File: config.mk
export PLATFORM = sky130hd
export DESIGN_NAME = mw_seq_adder
export DESIGN_NICKNAME = d
export VERILOG_FILES = /design/src/rtl/mw_seq_adder_pkg.sv /design/src/rtl/mw_seq_adder_cs_adder.sv /design/src/rtl/mw_seq_adder.sv
export SDC_FILE = /design/constraint.sdc
export NUM_CORES = 1
export LEC_CHECK = 0
export ABC_AREA = 1
export ABC_CLOCK_PERIOD_IN_PS = 26800
export CAP_MARGIN = 20
export CORE_ASPECT_RATIO = 1.4
export CORE_UTILIZATION = 57
export DETAILED_ROUTE_END_ITERATION = 10
export GPL_TIMING_DRIVEN = 0
export PLACE_DENSITY = 0.83
export SLEW_MARGIN = 15
export SYNTH_ARGS = -nofsm -noshare
export SYNTH_HDL_FRONTEND = slang
export SYNTH_HIERARCHICAL = 1
export SYNTH_SLANG_ARGS = --single-unit
File: constraint.sdc
create_clock -name Clk_i -period 26.8 [get_ports Clk_i]
set_input_delay 5.36 -clock Clk_i [delete_from_list [all_inputs] [get_ports Clk_i]]
set_output_delay 5.36 -clock Clk_i [all_outputs]
set_load 0.02 [all_outputs]
File: src/rtl/mw_seq_adder_pkg.sv
// Shared types and helpers for the sequential multi-word adder and its
// carry-skip chunk adder.
package mw_seq_adder_pkg;

  typedef enum logic [1:0] {
    ST_IDLE = 2'd0,
    ST_RUN  = 2'd1,
    ST_DONE = 2'd2
  } state_t;

  // Carry-skip block size inside cs_adder.
  localparam int CS_BLK = 4;

  // Chunk counter width: max(1, clog2(words)).
  function automatic int cnt_w(input int words);
    return (words > 1) ? $clog2(words) : 1;
  endfunction

endpackage

File: src/rtl/mw_seq_adder_cs_adder.sv
// WIDTH-bit carry-skip adder: ripple inside CS_BLK-bit blocks, block carry
// bypasses the ripple when every bit of the block propagates.
module cs_adder
  import mw_seq_adder_pkg::*;
#(
  parameter int WIDTH = 32
) (
  input  logic [WIDTH-1:0] Number1_i,
  input  logic [WIDTH-1:0] Number2_i,
  input  logic             Carry_i,
  output logic [WIDTH-1:0] Result_o,
  output logic             Carry_o
);

  localparam int NBLK = (WIDTH + CS_BLK - 1) / CS_BLK;
  localparam int PW   = NBLK * CS_BLK;
  localparam int LBLK = (WIDTH - 1) / CS_BLK;
  localparam int LBIT = (WIDTH - 1) % CS_BLK;

  logic [PW-1:0]                  a_p, b_p, p, g, s_p;
  logic [NBLK:0]                  c_blk;
  logic [NBLK-1:0][CS_BLK:0]      rc;

  // Padding bits are zero, so they never propagate; the real carry-out is
  // taken from the ripple at bit WIDTH-1 (or the skip chain when aligned).
  assign a_p = PW'(Number1_i);
  assign b_p = PW'(Number2_i);
  assign p   = a_p ^ b_p;
  assign g   = a_p & b_p;

  always_comb begin
    c_blk    = '0;
    rc       = '0;
    s_p      = '0;
    c_blk[0] = Carry_i;
    for (int k = 0; k < NBLK; k++) begin
      rc[k][0] = c_blk[k];
      for (int j = 0; j < CS_BLK; j++) begin
        s_p[k*CS_BLK+j] = p[k*CS_BLK+j] ^ rc[k][j];
        rc[k][j+1]      = g[k*CS_BLK+j] | (p[k*CS_BLK+j] & rc[k][j]);
      end
      c_blk[k+1] = (&p[k*CS_BLK +: CS_BLK]) ? c_blk[k] : rc[k][CS_BLK];
    end
  end

  assign Result_o = s_p[WIDTH-1:0];

  generate
    if (LBIT == CS_BLK - 1) begin : g_co_skip
      assign Carry_o = c_blk[LBLK+1];
    end else begin : g_co_rip
      assign Carry_o = rc[LBLK][LBIT+1];
    end
  endgenerate

endmodule

File: src/rtl/mw_seq_adder.sv
// Sequential WIDTH*WORDS-bit adder: feeds one chunk per cycle (LSW first)
// through a single cs_adder, chaining the carry through a register.
module mw_seq_adder
  import mw_seq_adder_pkg::*;
#(
  parameter int WIDTH = 32,
  parameter int WORDS = 2
) (
  input  logic                   Clk_i,
  input  logic                   Rst_n_i,
  input  logic                   Start_i,
  input  logic [WIDTH*WORDS-1:0] Number1_i,
  input  logic [WIDTH*WORDS-1:0] Number2_i,
  input  logic                   Carry_i,
  output logic                   Busy_o,
  output logic                   Done_o,
  output logic [WIDTH*WORDS-1:0] Result_o,
  output logic                   Carry_o,
  output logic                   Overflow_o
);

  localparam int N  = WIDTH * WORDS;
  localparam int CW = cnt_w(WORDS);

  generate
    if (WORDS < 1) begin : g_bad_words
      $error("mw_seq_adder: WORDS must be >= 1");
    end
  endgenerate

  state_t                        state;
  logic [CW-1:0]                 cnt;
  logic [N-1:0]                  a_sh, b_sh;
  logic                          carry_r;
  logic                          a_msb, b_msb;
  logic [WORDS-1:0][WIDTH-1:0]   acc, acc_nxt;
  logic [WIDTH-1:0]              sum;
  logic                          c_out;
  logic                          last;

  cs_adder #(.WIDTH(WIDTH)) u_cs (
    .Number1_i (a_sh[WIDTH-1:0]),
    .Number2_i (b_sh[WIDTH-1:0]),
    .Carry_i   (carry_r),
    .Result_o  (sum),
    .Carry_o   (c_out)
  );

  // Accumulator with the in-flight chunk merged, so the completion edge can
  // publish the full sum in the same cycle the last chunk is produced.
  always_comb begin
    acc_nxt = acc;
    for (int w = 0; w < WORDS; w++)
      if (cnt == CW'(w)) acc_nxt[w] = sum;
  end

  assign last = (cnt == CW'(WORDS - 1));

  always_ff @(posedge Clk_i or negedge Rst_n_i) begin
    if (!Rst_n_i) begin
      state      <= ST_IDLE;
      cnt        <= '0;
      a_sh       <= '0;
      b_sh       <= '0;
      carry_r    <= 1'b0;
      a_msb      <= 1'b0;
      b_msb      <= 1'b0;
      acc        <= '0;
      Busy_o     <= 1'b0;
      Done_o     <= 1'b0;
      Result_o   <= '0;
      Carry_o    <= 1'b0;
      Overflow_o <= 1'b0;
    end else begin
      Done_o <= 1'b0;
      case (state)
        ST_IDLE, ST_DONE: begin
          if (Start_i) begin
            a_sh    <= Number1_i;
            b_sh    <= Number2_i;
            carry_r <= Carry_i;
            a_msb   <= Number1_i[N-1];
            b_msb   <= Number2_i[N-1];
            cnt     <= '0;
            Busy_o  <= 1'b1;
            state   <= ST_RUN;
          end else begin
            state   <= ST_IDLE;
          end
        end
        ST_RUN: begin
          acc     <= acc_nxt;
          carry_r <= c_out;
          a_sh    <= a_sh >> WIDTH;
          b_sh    <= b_sh >> WIDTH;
          if (last) begin
            Result_o   <= acc_nxt;
            Carry_o    <= c_out;
            Overflow_o <= (a_msb == b_msb) && (sum[WIDTH-1] != a_msb);
            Done_o     <= 1'b1;
            Busy_o     <= 1'b0;
            cnt        <= '0;
            state      <= ST_DONE;
          end else begin
            cnt        <= cnt + 1'b1;
          end
        end
        default: state <= ST_IDLE;
      endcase
    end
  end

endmodule

After elaboration in Yosys (flattened, before gate mapping)
Index checks and enable logic that the tools add are counted.
W data, S select, Z words.
{"block": "totals", "register_bits": 266, "output_inout_bits": 68, "elab_cells": 162}
{"block": "op_classes", "addsub": 1, "eq_ne": 6, "muxes": 27, "bitwise": 98, "reduce_logical": 16}
{"cell": "$pmux W64 S2", "n": 2}
{"cell": "$mux W64", "n": 2}
{"cell": "$mux W32", "n": 2}
{"cell": "$and A1 B1 Y1", "n": 32}
{"cell": "$and A32 B32 Y32", "n": 1}
{"cell": "$or A1 B1 Y1", "n": 32}
{"cell": "$reduce_and A4 Y1", "n": 8}
{"cell": "$xor A1 B1 Y1", "n": 32}
{"cell": "$xor A32 B32 Y32", "n": 1}
{"cell": "$mux W1", "n": 16}
{"cell": "$pmux W1 S2", "n": 3}
{"cell": "$reduce_and A2 Y1", "n": 3}
{"cell": "$ne A2 B2 Y1 const B", "n": 2}
{"cell": "$pmux W2 S2", "n": 1}
{"cell": "$reduce_and A3 Y1", "n": 1}
{"cell": "$eq A2 B1 Y1 const B", "n": 1}
{"cell": "$eq A2 B2 Y1 const B", "n": 1}
{"cell": "$logic_not A2 Y1", "n": 1}
{"cell": "$mux W2", "n": 1}
{"cell": "$reduce_bool A2 Y1", "n": 1}
{"cell": "$reduce_or A2 Y1", "n": 1}
{"cell": "$add A1 B1 Y1 const B", "n": 1}
{"cell": "$eq A1 B1 Y1", "n": 1}
{"cell": "$logic_and A1 B1 Y1", "n": 1}
{"cell": "$ne A1 B1 Y1", "n": 1}

Depth between registers and ports, before layout
{"block": "logic_depth", "ltp_word": 74, "mapped_depth": 56, "mapped_depth_nobuf": 56}

By module
The synthesis kept the hierarchy.
{"mod": "mw_seq_adder", "n_inst": 1, "cells_per_inst": 1174, "area_per_inst_um2": 9760.6, "seq_area_each_um2": 5855.6}
{"mod": "cs_adder", "n_inst": 1, "cells_per_inst": 117, "area_per_inst_um2": 1326.3, "seq_area_each_um2": 0.0}

Worst setup path before layout
No wires, ideal clock.
{"block": "synth_path", "path_type": "reg-to-reg", "start": "reg a_sh[0]", "end": "reg Overflow_o", "setup_time_ns": 0.117, "arrival_ns": 14.835, "required_ns": 26.683, "setup_slack_ns": 11.848, "path_stages_with_launch": 57, "period_less_slack_ns": 14.952, "cell_sequence": "dfrtp_1 inv_1 fa_1 inv_1 fa_1 fa_1 fa_1 o21bai_2 and2_2 fa_1 fa_1 fa_1 fa_1 o21ai_1 and2_1 inv_1 fa_1 fa_1 (+21 left out) nand2_1 fa_1 fa_1 fa_1 fa_1 or2_2 and2_1 fa_1 fa_1 fa_1 inv_1 fa_1 inv_1 inv_1 nand3_1 nand2_1 nand2_1 nand2_1"}
{"block": "synth_between", "elab_chain_len": 73, "elab_cells_between_ends": 75, "cone_classes": "1 x eq/ne; 7 x mux; 65 x bitwise; 2 x reduce/logical"}
{"item": "start: declaration", "line": "mw_seq_adder.sv:33", "text": "logic [N-1:0] a_sh, b_sh;"}
{"item": "start signal: assignment", "line": "mw_seq_adder.sv:79", "text": "a_sh <= Number1_i;"}
{"item": "start signal: assignment", "line": "mw_seq_adder.sv:94", "text": "a_sh <= a_sh >> WIDTH;"}
{"item": "$xor A32 B32 Y32", "line": "mw_seq_adder_cs_adder.sv:28", "text": "assign p = a_p ^ b_p;"}
{"item": "$and A1 B1 Y1", "line": "mw_seq_adder_cs_adder.sv:40", "text": "rc[k][j+1] = g[k*CS_BLK+j] | (p[k*CS_BLK+j] & rc[k][j]);"}
{"item": "$or A1 B1 Y1", "line": "mw_seq_adder_cs_adder.sv:40"}
{"item": "$and A1 B1 Y1", "line": "mw_seq_adder_cs_adder.sv:40"}
{"item": "$or A1 B1 Y1", "line": "mw_seq_adder_cs_adder.sv:40"}
{"item": "$and A1 B1 Y1", "line": "mw_seq_adder_cs_adder.sv:40"}
{"item": "$or A1 B1 Y1", "line": "mw_seq_adder_cs_adder.sv:40"}
{"item": "$and A1 B1 Y1", "line": "mw_seq_adder_cs_adder.sv:40"}
{"item": "(+58 left out)"}
{"item": "$and A1 B1 Y1 *", "line": "mw_seq_adder_cs_adder.sv:40"}
{"item": "$or A1 B1 Y1 *", "line": "mw_seq_adder_cs_adder.sv:40"}
{"item": "$and A1 B1 Y1 *", "line": "mw_seq_adder_cs_adder.sv:40"}
{"item": "$or A1 B1 Y1 *", "line": "mw_seq_adder_cs_adder.sv:40"}
{"item": "$xor A1 B1 Y1 *", "line": "mw_seq_adder_cs_adder.sv:39", "text": "s_p[k*CS_BLK+j] = p[k*CS_BLK+j] ^ rc[k][j];"}
{"item": "net sum[31]", "line": "mw_seq_adder.sv:37", "text": "logic [WIDTH-1:0] sum;"}
{"item": "$ne A1 B1 Y1 *", "line": "mw_seq_adder.sv:99", "text": "Overflow_o <= (a_msb == b_msb) && (sum[WIDTH-1] != a_msb);"}
{"item": "$logic_and A1 B1 Y1 *", "line": "mw_seq_adder.sv:99"}
{"item": "end signal: assignment", "line": "mw_seq_adder.sv:99"}
{"item": "end: declaration", "line": "mw_seq_adder.sv:19", "text": "output logic Overflow_o"}
Mark *: on every way through the listed nets, which the timed path passes. The rest lies on a longest branch.
A chain may end at the register's enable or synchronous reset.

Worst setup path after layout
Ends and elaborated chain as after synthesis.

==> flow_summary.yaml <==
timing:
  max_freq_mhz: 62.2
  finalMaxSlewViolations: 0
  rsz0062_at_grt: "no"
  worst_pin_slew_ns: 0.605
  clock_skew_ns: 0.0128
  min_period_over_period_pct: 60.0
  hold_viol: 0
  max_slew_margin_pct: 59.7
  min_period_ns: 16.07
  setup_violations: 0
  fin_tns_setup_ns: 0
routing:
  post-route-drc-count: 0
  vias: 9274
  dr.pass1.iters: 6
  wl_met2_um: 14700
  routed_wl_um: 27800
  drt-initial-drc-count: 664
  wl_per_cell_um: 15.7
  wl_met1_um: 10700
  viasPerCell: 5.22
  top_layer: "met4"
  ant_nets: 0
  route.met3.wl_um: 1440
flow_run:
  cap_violations: 0
critical_path:
  critPathCaptureType: "register"
  critPathKind: "reg -> reg"
  worstPathMaxFanout: 4
  path_common_cell: "fa_1"
  critPathSlowestCell: "dfrtp_1"
  rr_worst_depth: 56
  startpoint_type: "register"
  cp.arrival_ns: 16.47
  reg2reg_from: "a_sh[0]$_DFFE_PN0P_"
  slowest_delay_ns: 0.42
  r2r-end: "Overflow_o$_DFFE_PN0P_"
  worstPathRequired_ns: 27.20
  reg2reg_slack_ns: 10.73
cells_and_area:
  antenna_cells: 0
  final_common_cell: "nand2_1"
  fin_area_um2: 14200
  drive_gt1_share_pct: 5.75
  final_cell_mix: "nand2_1, dfrtp_1, clkdlybuf4s50_1"
  area_delta_synth_final_pct: 27.9
  nets: 1712
  nFillCells: 1429
logic_synthesis:
  synth_area_per_cell_um2: 8.59
  netlist_instances: 1291
  yosys.area.top_type: "dfrtp_1"
  ys_types: 24
  ys_ff_latch: 234
  yosysTopAreaCellShare_pct: 52.8
  synth_top_cells_by_area: "dfrtp_1, nand2_1, inv_1, nand3_1, fa_1"
  yosys_warnings: 6
  syn_nets: 1487
  ys_seq_area_share_pct: 52.8
  netlist_area_um2: 11100
clocking:
  clock-sinks: 234
  cts_buffers: 22
  clk_latency_ns: 0.51
  cts_resized: 0
  htreeDepth: 1
  clkTransAtPathRegs_ns: 0.06
  clockRootBuffer: "clkbuf_16"
  clockBufferDepth: 3
  post-cts-setup-buffers: 0
  cts_hold_buffers: 0
  cts_tree: "yes"
floorplanning:
  floorplan.die_area_um2: 20000
  die_w_um: 120
  die_h_um: 167
  start_util_pct: 57.9
  io-pin-count: 200
  fp-row-count: 60
  core_um2: 19100
global_route:
  grt_pass1_wl_um: 46200
  grt_pass1_vias: 9405
  antenna_found_initial: 0
  grtUsageTotal_pct: 29.2
  grt_remaining_overflow: 0
  grt_start_max_net_pins: 84
pwr:
  peakVddDrop_mv: 0.0608
  p_leak_nw: 7.24
  combPwrFrac_pct: 50.6
  power.density_nw_per_um2: 135
  intPower_mw: 1.08
  p_seq_share_pct: 33.0
  clkPwrFrac_pct: 16.4
  switchingPower_mw: 0.835
  swShare_pct: 43.6
worst_hold_path:
  hold_depth: 2
  hp-start: "Result_o[41]$_DFFE_PN0P_"
  hold_end: "Result_o[41]$_DFFE_PN0P_"
  hp-class: "reg -> reg"
status:
  outcome: "complete, no violations"
place:
  hpwl_um: 21000
  place_area_um2: 13400
  numPortBuffers: 199
  place_congestion: 0.879
==> synth_stat cells <==
| cell type | count |
|---|---|
| and2_1 | 4 |
| inv_2 | 3 |
| nand3_2 | 6 |
| nand2_2 | 1 |
| buf_2 | 35 |
| fa_1 | 32 |
| nor2_1 | 4 |
| dfrtp_1 | 234 |
| o21ai_0 | 56 |
| nand4_1 | 5 |
| or2_2 | 3 |
| buf_1 | 5 |
| nand3_1 | 133 |
| nor2_2 | 1 |
| o21bai_2 | 1 |
| nand2_1 | 448 |
| buf_4 | 1 |
| clkbuf_1 | 29 |
| and2_2 | 1 |
| or2_1 | 1 |
| inv_1 | 181 |
| o21ai_1 | 74 |
| ha_1 | 32 |
| clkinv_1 | 1 |
==> area by class of cell <==
class | instances | area, um^2 | share of cell area (%)
timing repair buffer | 201 | 2050 | 14.5
inverter | 185 | 694 | 4.90
buffer | 70 | 310 | 2.19
tap | 248 | 310 | 2.19
clock inverter | 5 | 63.8 | 0.450
clock buffer | 33 | 663 | 4.68
multi-input combinational | 802 | 4230 | 29.8
sequential | 234 | 5860 | 41.3
==> critical path, delay by kind of cell (launching register included) <==
| family | cells | cell delay [ns] |
|---|---|---|
| AND/OR/NAND/NOR | 16 | 2.40 |
| flip-flops | 1 | 0.42 |
| buffers and inverters | 6 | 0.47 |
| adder cells (fa/ha/maj) | 32 | 12.32 |
| AO/OA/AOI/OAI | 2 | 0.33 |
==> state kept, by name, summed over array words and instances, names as in the netlist, 2 cells and up <==
register,count
Result_o,64
a_sh,64
b_sh,64
acc,32
state,2
==> layer usage <==
metal | up-vias | track usage, %
met2 | 322 | 52.3
met3 | 66 | 3.25
met5 | - | 0
li1 | 4404 | -
met4 | 0 | 11.1
met1 | 4482 | 36.0
==> power groups by stage <==
stage                     logic, mW  clock network, mW  registers (mW)
final                         0.969              0.313           0.632
after global routing           1.09              0.330           0.649
after CTS                     0.963              0.316           0.631
after detailed placement      0.948                  0           0.634
after global placement        0.909                  0           0.627
after floorplan               0.568                  0           0.660
==> logic make-up after synthesis <==
group	after synthesis	share of synthesized area (%)
AO/OA/AOI/OAI	131	5.97
adder cells (fa/ha/maj)	64	9.39
buffers and inverters	255	9.06
flip-flops	234	52.8
AND/OR/NAND/NOR	607	22.8
==> metrics by stage <==
| stage | hold slack [ns] | setup slack, ns | total power [mW] | instances | utilization, % |
|---|---|---|---|---|---|
| floorplan | 0.449 | 11.85 | 1.23 | 1291 | - |
| global placement | 0.466 | 10.98 | 1.54 | 1738 | 69.9 |
| detailed placement | 0.469 | 10.92 | 1.58 | 1740 | 70.3 |
| CTS | 0.486 | 10.90 | 1.91 | 1778 | 74.1 |
| global route | 0.502 | 10.27 | 2.07 | 1778 | 74.1 |
| finish | 0.480 | 10.73 | 1.91 | 1778 | 74.1 |
==> worst max-delay path by stage <==
stage | to | from | slack, ns | cells past startpoint
6_report | Overflow_o$_DFFE_PN0P_ | a_sh[0]$_DFFE_PN0P_ | 10.73 | 56
5_1_grt | Overflow_o$_DFFE_PN0P_ | a_sh[0]$_DFFE_PN0P_ | 10.27 | 56
4_1_cts | Overflow_o$_DFFE_PN0P_ | a_sh[0]$_DFFE_PN0P_ | 10.90 | 56
3_5_place_dp | Overflow_o$_DFFE_PN0P_ | a_sh[0]$_DFFE_PN0P_ | 10.92 | 56
3_3_place_gp | a_sh[60]$_DFFE_PN0P_ | Rst_n_i | 10.98 | 1
2_1_floorplan | Overflow_o$_DFFE_PN0P_ | a_sh[0]$_DFFE_PN0P_ | 11.85 | 56
Power figures use the tool's default switching activity.
==> RTL change 1: new RTL, same settings <==
Make the reset (`Rst_n_i`) synchronous in one clocked block.
--- a/src/rtl/mw_seq_adder.sv
+++ b/src/rtl/mw_seq_adder.sv
@@ -57,5 +57,5 @@
   assign last = (cnt == CW'(WORDS - 1));
 
-  always_ff @(posedge Clk_i or negedge Rst_n_i) begin
+  always_ff @(posedge Clk_i) begin
     if (!Rst_n_i) begin
       state      <= ST_IDLE;
Check against the original RTL: differs if Rst_n_i is asserted again (counterexample within 4 cycles, from zero or initial values and one cycle with Rst_n_i low); with Rst_n_i held inactive, the same outputs for 4 cycles.
==> RTL change 1 against the unedited design <==
  * Final cell count up 15%
  * Highest routed layer unchanged
  * Wire length up 4.2%
  * Final area down 0.59%
  * Sequential cell count unchanged
  * Die area about the same
  * Core utilization down 0.44 points
  * Global-route usage up 0.12 points
  * Non-clock buffer count up 31
  * Worst setup slack better by 0.15 ns
  * Area after synthesis about the same
Power is not compared: it rests on default switching activity, and its combinational part moved more than twofold at a synthesized area within 25%.
==> RTL change 1: results (changes against the unedited design) <==
Drt:
- The number of DRC markers after the initial detailed-route iteration is 718 (+8.1%).
- The via density per instance is 5.07 (-2.8%).
- The first-pass iteration count of the detailed router is 5 (-1).
- The average wire length per cell after detail routing is 14.2 um (-9.1%).

Critical path:
- The cell with the biggest individual delay on the critical path is sky130_fd_sc_hd__fa_1.
- The endpoint arrival time on the critical path was 16.37 ns (-0.10 ns).

Placed design:
- The routability congestion estimate was 0.895 (+1.8%).
- The detailed placer's ending HPWL came to 22000 um (+4.9%).
- The count of port buffers added during placement is 198 (-0.50%).
- The worst slack at placement is 11.03 ns (+0.115 ns).
- The total placed instance area is 13400 sq um (-0.51%).

Synthesis:
- In the synthesized netlist, the cells that appear most often are 474 x sky130_fd_sc_hd__nand2_1, 264 x sky130_fd_sc_hd__nor2_1, 234 x sky130_fd_sc_hd__dfxtp_1.
- The number of distinct library cell variants in the gate-level netlist after synthesis was 25 (+4.2%).
- The fraction of the mapped netlist area in compound gates is 3.31% (-2.7 points).
- The post-synthesis average cell area was 7.14 sq um (-17%).
- The adder-cell share of the synthesized area is 9.39% (about the same).
- The async set-or-reset flop fraction in the synthesized netlist is 0% (-100 points).
- The sequential area share after synthesis came to 42.2% (-11 points).
- Sorting the synthesized cells by area gives the leading types as sky130_fd_sc_hd__dfxtp_1 42%, sky130_fd_sc_hd__nand2_1 16%, sky130_fd_sc_hd__nor2_1 8.9%.
- In the synthesized netlist the dominant register cell turns out to be sky130_fd_sc_hd__dfxtp_1.
- The number of nets produced by synthesis came to 1749 (+18%).

GRT:
- The global-route total usage across every layer is 29.3% (+0.12 points).
- The pin count of the biggest net entering global routing came to 15 (-82%).
- The via count of the first global-routing pass came to 10031 (+6.7%).

Final layout:
- The utilization after layout is 73.6% (-0.44 points).
- The number of antenna diodes is 0 (unchanged).
- The net count of the finished layout is 1972 (+15%).
- The layout cell share with drive strength beyond 1 is 4.69% (-1.1 points).
- The filler cell count in the final layout was 1567 (+9.7%).
- The post-layout instance count excluding filler cells is 2038 (+15%).

Status:
- The flow ran to the end, and the final reports show no timing, DRC or antenna violations.

CTS:
- The CTS buffer count is 23 (+4.5%).
- The post-CTS resize count was 0 (unchanged).
- The maximum clock insertion buffer count is 3 (unchanged).

STA:
- The clock tree skew after final layout is 0.0114 ns (-0.00142 ns).
- The worst-case headroom to the max-slew limit was 57.9% (-1.8 points).

Pwr:
- The internal portion of the total power is 640 uW.
- The power in sequential cells is 406 uW.
==> RTL change 1: per-layer routing <==
layer,up-vias,part of all wire [%],global-route usage [%]
met5,-,0,0
met4,0,4.1,13.6
met3,79,5.8,3.42
met2,366,51,53.5
met1,4672,39,33.8
li1,5219,-,-
==> RTL change 1: layout make-up <==
cell class / count / share of cell area, %
Timing Repair Buffer: 198 / 14.1
Clock inverter: 5 / 0.249
Clock buffer: 34 / 4.80
Multi-Input combinational cell: 1098 / 39.1
Tap cell: 248 / 2.20
Sequential cell: 234 / 33.2
Inverter: 117 / 3.12
Buffer: 104 / 3.20
==> RTL change 1: logic make-up after synthesis <==
logic type      after synthesis
compound gates               72
flops                       234
fa+ha+maj                    64
simple gates                962
buf+inv                     221
==> RTL change 1: final timing paths <==
check        slack (ns)    start  cells after the start     endpoint
min reg2reg        0.45   acc[5]                      2  Result_o[5]
min                0.45   acc[5]                      2  Result_o[5]
max reg2reg       10.89  a_sh[0]                     55   Overflow_o
max               10.89  a_sh[0]                     55   Overflow_o
==> RTL change 2: new RTL, config.mk and constraints unchanged <==
Made on the original files. `WIDTH` is set to 32 in 2 places; all go to 64.
--- a/src/rtl/mw_seq_adder_cs_adder.sv
+++ b/src/rtl/mw_seq_adder_cs_adder.sv
@@ -4,5 +4,5 @@
   import mw_seq_adder_pkg::*;
 #(
-  parameter int WIDTH = 32
+  parameter int WIDTH = 64
 ) (
   input  logic [WIDTH-1:0] Number1_i,
--- a/src/rtl/mw_seq_adder.sv
+++ b/src/rtl/mw_seq_adder.sv
@@ -4,5 +4,5 @@
   import mw_seq_adder_pkg::*;
 #(
-  parameter int WIDTH = 32,
+  parameter int WIDTH = 64,
   parameter int WORDS = 2
 ) (
Interface: changed (resized Number1_i, Number2_i and Result_o); port bits go from 200 to 392. The function was not compared with the original's and may differ.
==> RTL change 2 against the unedited design <==
  * The run now ends with negative setup slack left
  * Final area increased by 100%
  * Worst setup slack got worse by 12 ns
  * Area after synthesis increased by 98%
  * Sequential cell count increased by 224
  * Hold slack improved by 0.0031 ns
  * Final cell count increased by 99%
  * Total power increased by 120%
  * Wire length increased by 140%
==> RTL change 2: results (changes against the unedited design) <==
Status:
- The flow ran to the end, but the final reports show violations.
- The final reports fail on negative setup slack.

Hold path:
- The worst hold path begins at Result_o[90].
- The worst hold path belongs to the class reg2reg.

Critical path:
- The peak fanout along the critical path is 4 (unchanged).
- The slowest stage of the critical path belongs to the cell sky130_fd_sc_hd__fa_1.
- The source of the critical timing path is a_sh[0].
- The critical path's largest stage delay is 0.41 ns.

Pwr:
- The worst IR drop on VDD is 0.112 mV (+84%).
- The leakage power total is 0.0146 uW (+100%).

Drt:
- The first-pass iteration count of the detailed router was 6 (unchanged).
- The number of vias after detailed routing came to 19059 (+110%).
- The remaining routing DRC violations is 0 (unchanged).
- The average wire length per cell after detail routing is 18.6 um (+19%).
- The number of DRC markers after the initial detailed-route iteration is 1933 (+190%).

Final layout:
- The filler cell count in the final layout came to 2556 (+79%).
- The largest registers in the layout are Result_o: 128 flops, a_sh: 128 flops, b_sh: 128 flops.
- The net count of the finished layout is 3411 (+99%).
- The layout cell share with drive strength beyond 1 is 12.4% (+6.7 points).

GRT:
- The initial antenna violation count is 5 (+5).
- The via count of the first global-routing pass is 19639 (+110%).
- The global-route total usage across every layer was 34.0% (+4.8 points).
- The pin count of the biggest net entering global routing is 111 (+32%).
- The met3 demand-to-capacity share in global routing is 3.80% (+0.54 points).
- The met2 demand-to-capacity share in global routing is 59.2% (+6.9 points).
- The met1 global-route usage came to 40.4% (+4.3 points).
- The wire length of the first global-routing pass was 102000 um (+120%).

CTS:
- The maximum clock insertion buffer count is 3 (unchanged).
- The maximum level of the CTS H-tree is 2 (+1).
- The CTS buffer count is 43 (+95%).
- The clock-pin slew reported for the worst setup and hold paths after clock tree synthesis is 0.07 ns.
- The CTS root buffer is sky130_fd_sc_hd__clkbuf_16.
- The clock insertion delay at the later pin of the skew report is 0.56 ns (+0.05 ns).

Synthesis:
- The sequential area share after synthesis is 52.3% (-0.51 points).
- The number of nets produced by synthesis is 2913 (+96%).
- For this run, the leading register cell type out of synthesis is sky130_fd_sc_hd__dfrtp_1.
- The async set-or-reset flop fraction in the synthesized netlist was 100% (unchanged).
- By area the synthesized netlist is led by sky130_fd_sc_hd__dfrtp_1 52%, sky130_fd_sc_hd__nand2_1 15%, sky130_fd_sc_hd__inv_1 6.0%.
- The warning count from the yosys run is 6 (unchanged).
- The commonest cells after synthesis are 873 x sky130_fd_sc_hd__nand2_1, 458 x sky130_fd_sc_hd__dfrtp_1, 350 x sky130_fd_sc_hd__inv_1.
- The number of distinct library cell variants in the gate-level netlist after synthesis was 25 (+4.2%).

STA:
- The transition at the pin with the smallest max-transition slack is 0.662 ns (+0.0574 ns).
- The peak clock frequency supported by timing is 35.9 MHz (-42%).
- The slack of the critical path is -1.06 ns (-11.79 ns).
- The number of failing setup endpoints in the final timing report is 9 (+9).
- The clock tree skew after final layout is 0.0237 ns (+0.0109 ns).

Placed design:
- The detailed placer's ending HPWL is 46700 um (+120%).
- The total placed instance area is 26700 sq um (+99%).
- The worst slack at placement is -1.33 ns (-12.25 ns).
- The count of port buffers added during placement came to 391 (+96%).
- The routability congestion estimate is 0.929 (+5.7%).
## RTL change 2: cell types whose count changed after synthesis, sizes merged, moves of 8 or more
| cell | delta |
|---|---|
| o21ai | +128 |
| nand2 | +427 |
| nand4 | +8 |
| fa | +32 |
| dfrtp | +224 |
| ha | +32 |
| buf | +72 |
| nand3 | +136 |
| inv | +170 |
## RTL change 2: repair_timing
item,in CTS,in global routing
hold buffers,0,0
endpoints found under the setup margin,11,11
resized for setup,40,15
pin swaps,35,38
buffers inserted,56,8
cloned,0,0
## RTL change 2: per-stage QoR
step / TNS, ns / instances / utilization, %
after global routing: -10.62 / 3531 / 76.3
after detailed placement: -8.10 / 3393 / 70.8
after global placement: -4.47 / 3389 / 70.5
after floorplan: -0.141 / 2525 / -
final: -5.66 / 3531 / 76.3
after CTS: -3.79 / 3527 / 76.1
## RTL change 2: worst paths after layout
check	depth (start not counted)	end	slack [ns]
worst max-delay path	105	Overflow_o	-1.06
worst min-delay path	2	Result_o[90]	0.48
worst max register to register	105	Overflow_o	-1.06
worst min register to register	2	Result_o[90]	0.48
max in group asynchronous	3	a_sh[23]	20.57
min in group asynchronous	1	a_sh[109]	4.81
## RTL change 2: logic make-up after synthesis
kind of cell,synth area share [%]
AO/OA/AOI/OAI,6.00
adder cells (fa/ha/maj),9.50
buffers and inverters,9.53
flip-flops,52.3
AND/OR/NAND/NOR,22.7
## RTL change 2: cell type report
cell class	instances	area [sq um]	area share (%)
flip-flops and latches	458	11500	39.8
multi-input cells	1570	8650	30.0
repair buffers	453	4480	15.6
inverters	354	1330	4.62
clock buffers	61	1270	4.40
plain buffers	143	759	2.64
well taps	473	592	2.06
clock inverters	17	250	0.869
diodes	2	5.00	0.0174
## RTL change 2: metal layers
metal | vias to the layer above | part of all wire, %
met1 | 9300 | 37
li1 | 8733 | -
met3 | 215 | 5.5
met5 | - | 0
met2 | 811 | 50
met4 | 0 | 6.7
## RTL change 2: power breakdown
group          internal (uW)  total, uW  switching (uW)  leakage, uW
clock network            388        658             270     0.000738
registers               1020       1260             242      0.00577
logic                    922       2200            1280      0.00809
## RTL change 2: critical path, delay by kind of cell, from the launching register on
family                   cells  cell delay [ns]
AND/OR/NAND/NOR             32             3.93
AO/OA/AOI/OAI                2             0.26
flip-flops                   1             0.39
adder cells (fa/ha/maj)     64            22.71
buffers and inverters        7             0.44
